--- src/rtl/if_fetch_unit_pkg.sv ---
// Shared pipeline constants for the instruction-fetch stage.
package if_fetch_unit_pkg;

  localparam int unsigned XLEN       = 32;
  localparam int unsigned IMEM_BYTES = 512;
  localparam int unsigned IMEM_AW    = 9;
  localparam int unsigned IMEM_WAW   = IMEM_AW - 2;
  localparam int unsigned BYTE_W     = 8;

  localparam logic [XLEN-1:0] RESET_PC  = 32'h0000_0000;
  localparam logic [XLEN-1:0] RESET_NPC = 32'h0000_0004;
  localparam logic [XLEN-1:0] PC_INCR   = 32'd4;

endpackage

--- src/rtl/if_fetch_unit_imem.sv ---
// 512-byte instruction memory: one byte write port, one big-endian 32-bit
// combinational word read port.
module imem_512x8
  import if_fetch_unit_pkg::*;
(
  input  logic                clk_i,
  input  logic                we_i,
  input  logic [IMEM_AW-1:0]  waddr_i,
  input  logic [BYTE_W-1:0]   wdata_i,
  input  logic [IMEM_WAW-1:0] rword_i,
  output logic [XLEN-1:0]     rdata_o
);

  logic [BYTE_W-1:0] mem_q [IMEM_BYTES];

  // Contents survive reset; only preload writes change them.
  always_ff @(posedge clk_i) begin
    if (we_i) begin
      mem_q[waddr_i] <= wdata_i;
    end
  end

  always_comb begin
    rdata_o = {mem_q[{rword_i, 2'b00}],
               mem_q[{rword_i, 2'b01}],
               mem_q[{rword_i, 2'b10}],
               mem_q[{rword_i, 2'b11}]};
  end

endmodule

--- src/rtl/if_fetch_unit.sv ---
// Instruction-fetch stage: PC/nPC pair with one delay slot, fetch-valid
// flag and the preloadable instruction memory.
module if_fetch_unit
  import if_fetch_unit_pkg::*;
(
  input  logic                Clk,
  input  logic                Reset_n,
  input  logic                LE,
  input  logic                BRANCH_TAKEN,
  input  logic [XLEN-1:0]     TARGET_ADDR,
  input  logic                PRELOAD_EN,
  input  logic [IMEM_AW-1:0]  PRELOAD_ADDR,
  input  logic [BYTE_W-1:0]   PRELOAD_DATA,
  output logic [XLEN-1:0]     INSTR,
  output logic [XLEN-1:0]     PC,
  output logic [XLEN-1:0]     NPC,
  output logic                FETCH_VALID
);

  logic [XLEN-1:0] pc_q, pc_d;
  logic [XLEN-1:0] npc_q, npc_d;
  logic            valid_q;

  // A stall holds both registers and drops any branch presented meanwhile.
  always_comb begin
    pc_d  = pc_q;
    npc_d = npc_q;
    if (LE) begin
      pc_d  = npc_q;
      npc_d = BRANCH_TAKEN ? TARGET_ADDR : npc_q + PC_INCR;
    end
  end

  always_ff @(posedge Clk) begin
    if (!Reset_n) begin
      pc_q    <= RESET_PC;
      npc_q   <= RESET_NPC;
      valid_q <= 1'b0;
    end else begin
      pc_q    <= pc_d;
      npc_q   <= npc_d;
      valid_q <= 1'b1;
    end
  end

  imem_512x8 u_imem (
    .clk_i   (Clk),
    .we_i    (PRELOAD_EN),
    .waddr_i (PRELOAD_ADDR),
    .wdata_i (PRELOAD_DATA),
    .rword_i (pc_q[IMEM_AW-1:2]),
    .rdata_o (INSTR)
  );

  assign PC          = pc_q;
  assign NPC         = npc_q;
  assign FETCH_VALID = valid_q;

endmodule

--- config.mk ---
export PLATFORM = sky130hd
export DESIGN_NAME = if_fetch_unit
export DESIGN_NICKNAME = d
export VERILOG_FILES = /design/src/rtl/if_fetch_unit_pkg.sv /design/src/rtl/if_fetch_unit_imem.sv /design/src/rtl/if_fetch_unit.sv
export SDC_FILE = /design/constraint.sdc
export NUM_CORES = 2
export LEC_CHECK = 0
export CORE_MARGIN = 5
export CORE_UTILIZATION = 35
export CTS_CLUSTER_DIAMETER = 60
export DETAILED_ROUTE_END_ITERATION = 10
export SETUP_SLACK_MARGIN = 0.3
export SYNTH_ARGS = -nofsm -noshare
export SYNTH_HDL_FRONTEND = slang
export SYNTH_SLANG_ARGS = --single-unit
--- constraint.sdc ---
create_clock -name Clk -period 5.1 [get_ports Clk]
set_input_delay 1.02 -clock Clk [delete_from_list [all_inputs] [get_ports Clk]]
set_output_delay 1.02 -clock Clk [all_outputs]
set_load 0.02 [all_outputs]
# After elaboration in Yosys (flattened, before gate mapping)
# Memory sizes are Yosys's and may differ from the RTL's. A register that Yosys moved wholly into a read port is not among the register bits.
# Cells that the tools add are included.
# word_totals
n_memories	1
in_bits	54
elab_cells	17
ram_bits	4096
out_inout_bits	97
regBits	65
# mem_list
name	depth	word_bits	read_ports	rd_clocked_by_memory_dff	wr	line_no	text
u_imem.mem_q	512	8	4	4	1	if_fetch_unit_imem.sv:14	logic [BYTE_W-1:0] mem_q [IMEM_BYTES];
# classes
muxes	12
n_addsub	1
# ops
op	count
$mux 9	8
$add 32x3->32 const B	1
$mux 32	1
$mux 1	3

# Longest topological paths before layout
# logic_depth
word_depth	2
mapped_depth	8
depth_no_buf	6

# By module
# From an unflattened synthesis, not the netlist that was laid out.
# hier_totals
hier_cells	6826
area_unflattened_um2	160722.9
# by_module_without_submodules
module	instances	area_each_um2	cells_each	seq_area_each_um2
imem_512x8	1	157448.5	6439	122998.0
if_fetch_unit	1	3274.4	387	1301.2

# Worst setup path before layout
# No wires, ideal clock.
# synth_path
path_type	reg-to-output
from	reg with a tool-made name
to	out INSTR[0]
arrival_time_ns	2.912
path_buffers	3
path_slack_ns	1.168
stages_incl_launch_ff	8
required_time_ns	4.080
path_cell_list	dfxtp_1 > buf_2 > buf_2 > buf_1 > mux4_2 > mux4_2 > mux4_2 > mux2_2
# synth_lines
element	line_no	text
end: declaration	if_fetch_unit.sv:14	output logic [XLEN-1:0] INSTR,

==> results.json <==
{
  "status": "finished with violations",
  "violations": "setup timing",
  "clock-sinks": 4168,
  "drt_first_iter_violations": 8551,
  "io_pins": 151,
  "synth_flop_cell": "edfxtp_1",
  "r2r_end": "NPC[31]$_SDFFE_PN0P_",
  "io_buffers": 150,
  "cts.htree.levels": 5,
  "pre_cts_ws_ns": 0.3917,
  "final_cell_mix": "4096 x edfxtp_1, 1344 x mux4_2, 569 x nor2_1, 442 x clkbuf_16, 313 x buf_4",
  "async_flop_share_pct": 0,
  "tightestPinTransition_ns": 1.265,
  "hold_path_class": "reg -> reg",
  "clk_pin_slew_worst_paths_ns": 0.06,
  "maxSlewViolCount": 0,
  "stdcell_count": 13990,
  "core-area_um2": 456800,
  "numCtsBuffers": 422,
  "post-route-period-util_pct": 105.2,
  "grt_pass1_wl_um": 572400,
  "fin_crit_ns": 5.365,
  "grt_start_max_net_pins": 220,
  "dp_cells": 13080,
  "startpoint_type": "flop",
  "routabilityCongestion": 0.8062,
  "fin_worst_skew_ns": 0.01938,
  "leakage_nw": 56.75,
  "synth_edf_count": 4096,
  "rows": 248,
  "finalPower_mw": 72.58,
  "fp.dieH_um": 687.5,
  "ys_warn_count": 0,
  "die_area_um2": 472700,
  "ir_worst_vdd_mv": 0.3060,
  "reg2regPathDepth": 5,
  "rsz0062_at_grt": "yes",
  "required_ns": 4.08,
  "antenna_found_initial": 18,
  "root_buffer": "clkbuf_16",
  "holdBufCountCts": 0,
  "start_util_pct": 35.18,
  "area_delta_synth_final_pct": 17.79,
  "first_pass_iters": 5,
  "grt_overflow": 0,
  "multi_input_comb_area_um2": 34670,
  "hold_viol": 0,
  "endpoint": "INSTR[12]",
  "track_usage_pct": 16.54,
  "post_drt_wl_per_cell_um": 28.65,
  "arrival_ns": 4.35,
  "cp_max_fo": 7,
  "mostFrequentLayoutCell": "edfxtp_1",
  "relSlewSlack_pct": 15.46,
  "drtAntennaViolNets": 0,
  "syn_area_um2": 160700,
  "path_class": "reg -> out",
  "fp.dieW_um": 687.5,
  "ys_seq_elements": 4168,
  "drive_above_1_share_pct": 32.68,
  "wl_um": 400900,
  "synth_top_area_share_pct": 76.55,
  "fill_cells": 39050,
  "dp_hpwl_um": 240000,
  "via_count": 75320,
  "clock_path_buffers": 4,
  "clock.fmax_mhz": 186.4,
  "synth-seq-area-share_pct": 77.45,
  "synth.distinct_cells": 46,
  "synth.largest_area_cell": "edfxtp_1",
  "nets": 7564,
  "syn_avg_cell_area_um2": 23.54,
  "insertion_delay_ns": 0.94,
  "r2r_slack_ns": 2.60,
  "fin_area_um2": 189300,
  "p_per_area_nw_per_um2": 383.5,
  "seqCellArea_um2": 124500,
  "cts_tree": "done",
  "synthCells": 6825,
  "setup_viol_count_final": 32,
  "setup_slack_ns": -0.2653,
  "synthesis.nets": 6880,
  "max_cap_viol_count": 0,
  "dpl_cell_area_um2": 172300,
  "r2r-start": "NPC[20]$_SDFFE_PN0P_",
  "grt_pass1_vias": 76450,
  "yosys-top-cells-area": "edfxtp_1 77%, mux4_2 19%, nor2_1 1.3%",
  "worstSetupEndpointType": "output pin",
  "route.detailed.drc": 0,
  "via_per_inst": 5.383
}
registers in the layout, indices dropped and copies added, names as in the netlist, named ones only:
name and count:
PC 32, NPC 32, FETCH_VALID 1, u_imem.mem_q 4096
metal layers:
metal  up-vias  GRT usage, %  share of wire [%]  routed length (um)
met5         -             0             0.0085                  34
met4         4         4.129                2.5               10220
met1     41100         23.50                 42              166500
met3       500         2.981                7.7               30870
met2      3164         26.56                 48              193300
li1      30560             -                  -                   -
logic make-up after synthesis:
| family | Yosys count | synth area share, % |
|---|---|---|
| buffers and inverters | 427 | 1.072 |
| AO/OA/AOI/OAI | 101 | 0.4120 |
| AND/OR/NAND/NOR | 718 | 1.785 |
| multiplexers | 1410 | 19.28 |
| adder cells (fa/ha/maj) | 1 | 0.007786 |
| flip-flops | 4168 | 77.45 |
power by group:
group	internal, mW	leakage [nW]	switching [mW]	total, mW
Combinational	1.98	12.7	2.28	4.27
Clock	17.6	6.64	13.0	30.6
Sequential	37.7	37.4	0.0670	37.7
through the flow:
stage                     hold WS, ns  utilization (%)  TNS, ns
after floorplan                0.5448                -        0
final                          0.4830            41.43   -6.018
after detailed placement       0.4714            37.72        0
after global routing           0.4990            41.43   -9.147
after global placement         0.4724            37.72        0
after CTS                      0.4660            41.31   -8.831
synth_stat cells, types with 8 or more instances:
master,count
edfxtp_1,4096
mux4_2,1344
nor2_1,569
clkbuf_1,270
buf_2,77
dfxtp_1,72
nand2_1,71
buf_1,66
mux2i_1,34
mux2_2,32
a21oi_1,23
nand3_1,22
o21ai_0,19
nor3_1,11
a211oi_1,9
a22oi_1,8
and3_1,8
inv_1,8
nand4_1,8
how the worst min path moves through the flow:
stage | start | to | slack (ns) | cells past startpoint
floorplan | NPC[0]$_SDFFE_PN0P_ | NPC[0]$_SDFFE_PN0P_ | 0.54 | 2
global placement | PC[11]$_SDFFE_PN0P_ | PC[11]$_SDFFE_PN0P_ | 0.47 | 2
global route | PRELOAD_DATA[6] | u_imem.mem_q[173][6]$_DFFE_PP_ | 0.50 | 1
finish | NPC[0]$_SDFFE_PN0P_ | NPC[0]$_SDFFE_PN0P_ | 0.48 | 2
CTS | PRELOAD_DATA[6] | u_imem.mem_q[173][6]$_DFFE_PP_ | 0.47 | 1
detailed placement | NPC[0]$_SDFFE_PN0P_ | NPC[0]$_SDFFE_PN0P_ | 0.47 | 2
layout make-up:
type	count	area share [%]
antenna	2	0.002645
clock buffer	510	5.861
clock inverter	270	1.363
inverter	10	0.01983
multi-input combinational	2230	18.32
sequential	4168	65.77
tap	6125	4.049
timing repair buffer	677	4.619
timing repair:
action	in CTS	in global routing
resized for setup	221	23
endpoints found under the setup margin	32	32
cloned	46	11
buffers inserted	58	15
worst max-delay path, stage by stage, from the launching register on:
cell	delay (ns)
dfxtp_4	0.39
buf_12	0.13
buf_16	0.16
buf_12	0.13
buf_16	0.16
buf_16	0.15
mux4_2	0.49
mux4_2	0.58
mux4_2	0.59
mux2_4	0.39
buf_6	0.17
No activity file was read; power rests on OpenSTA's default activity.
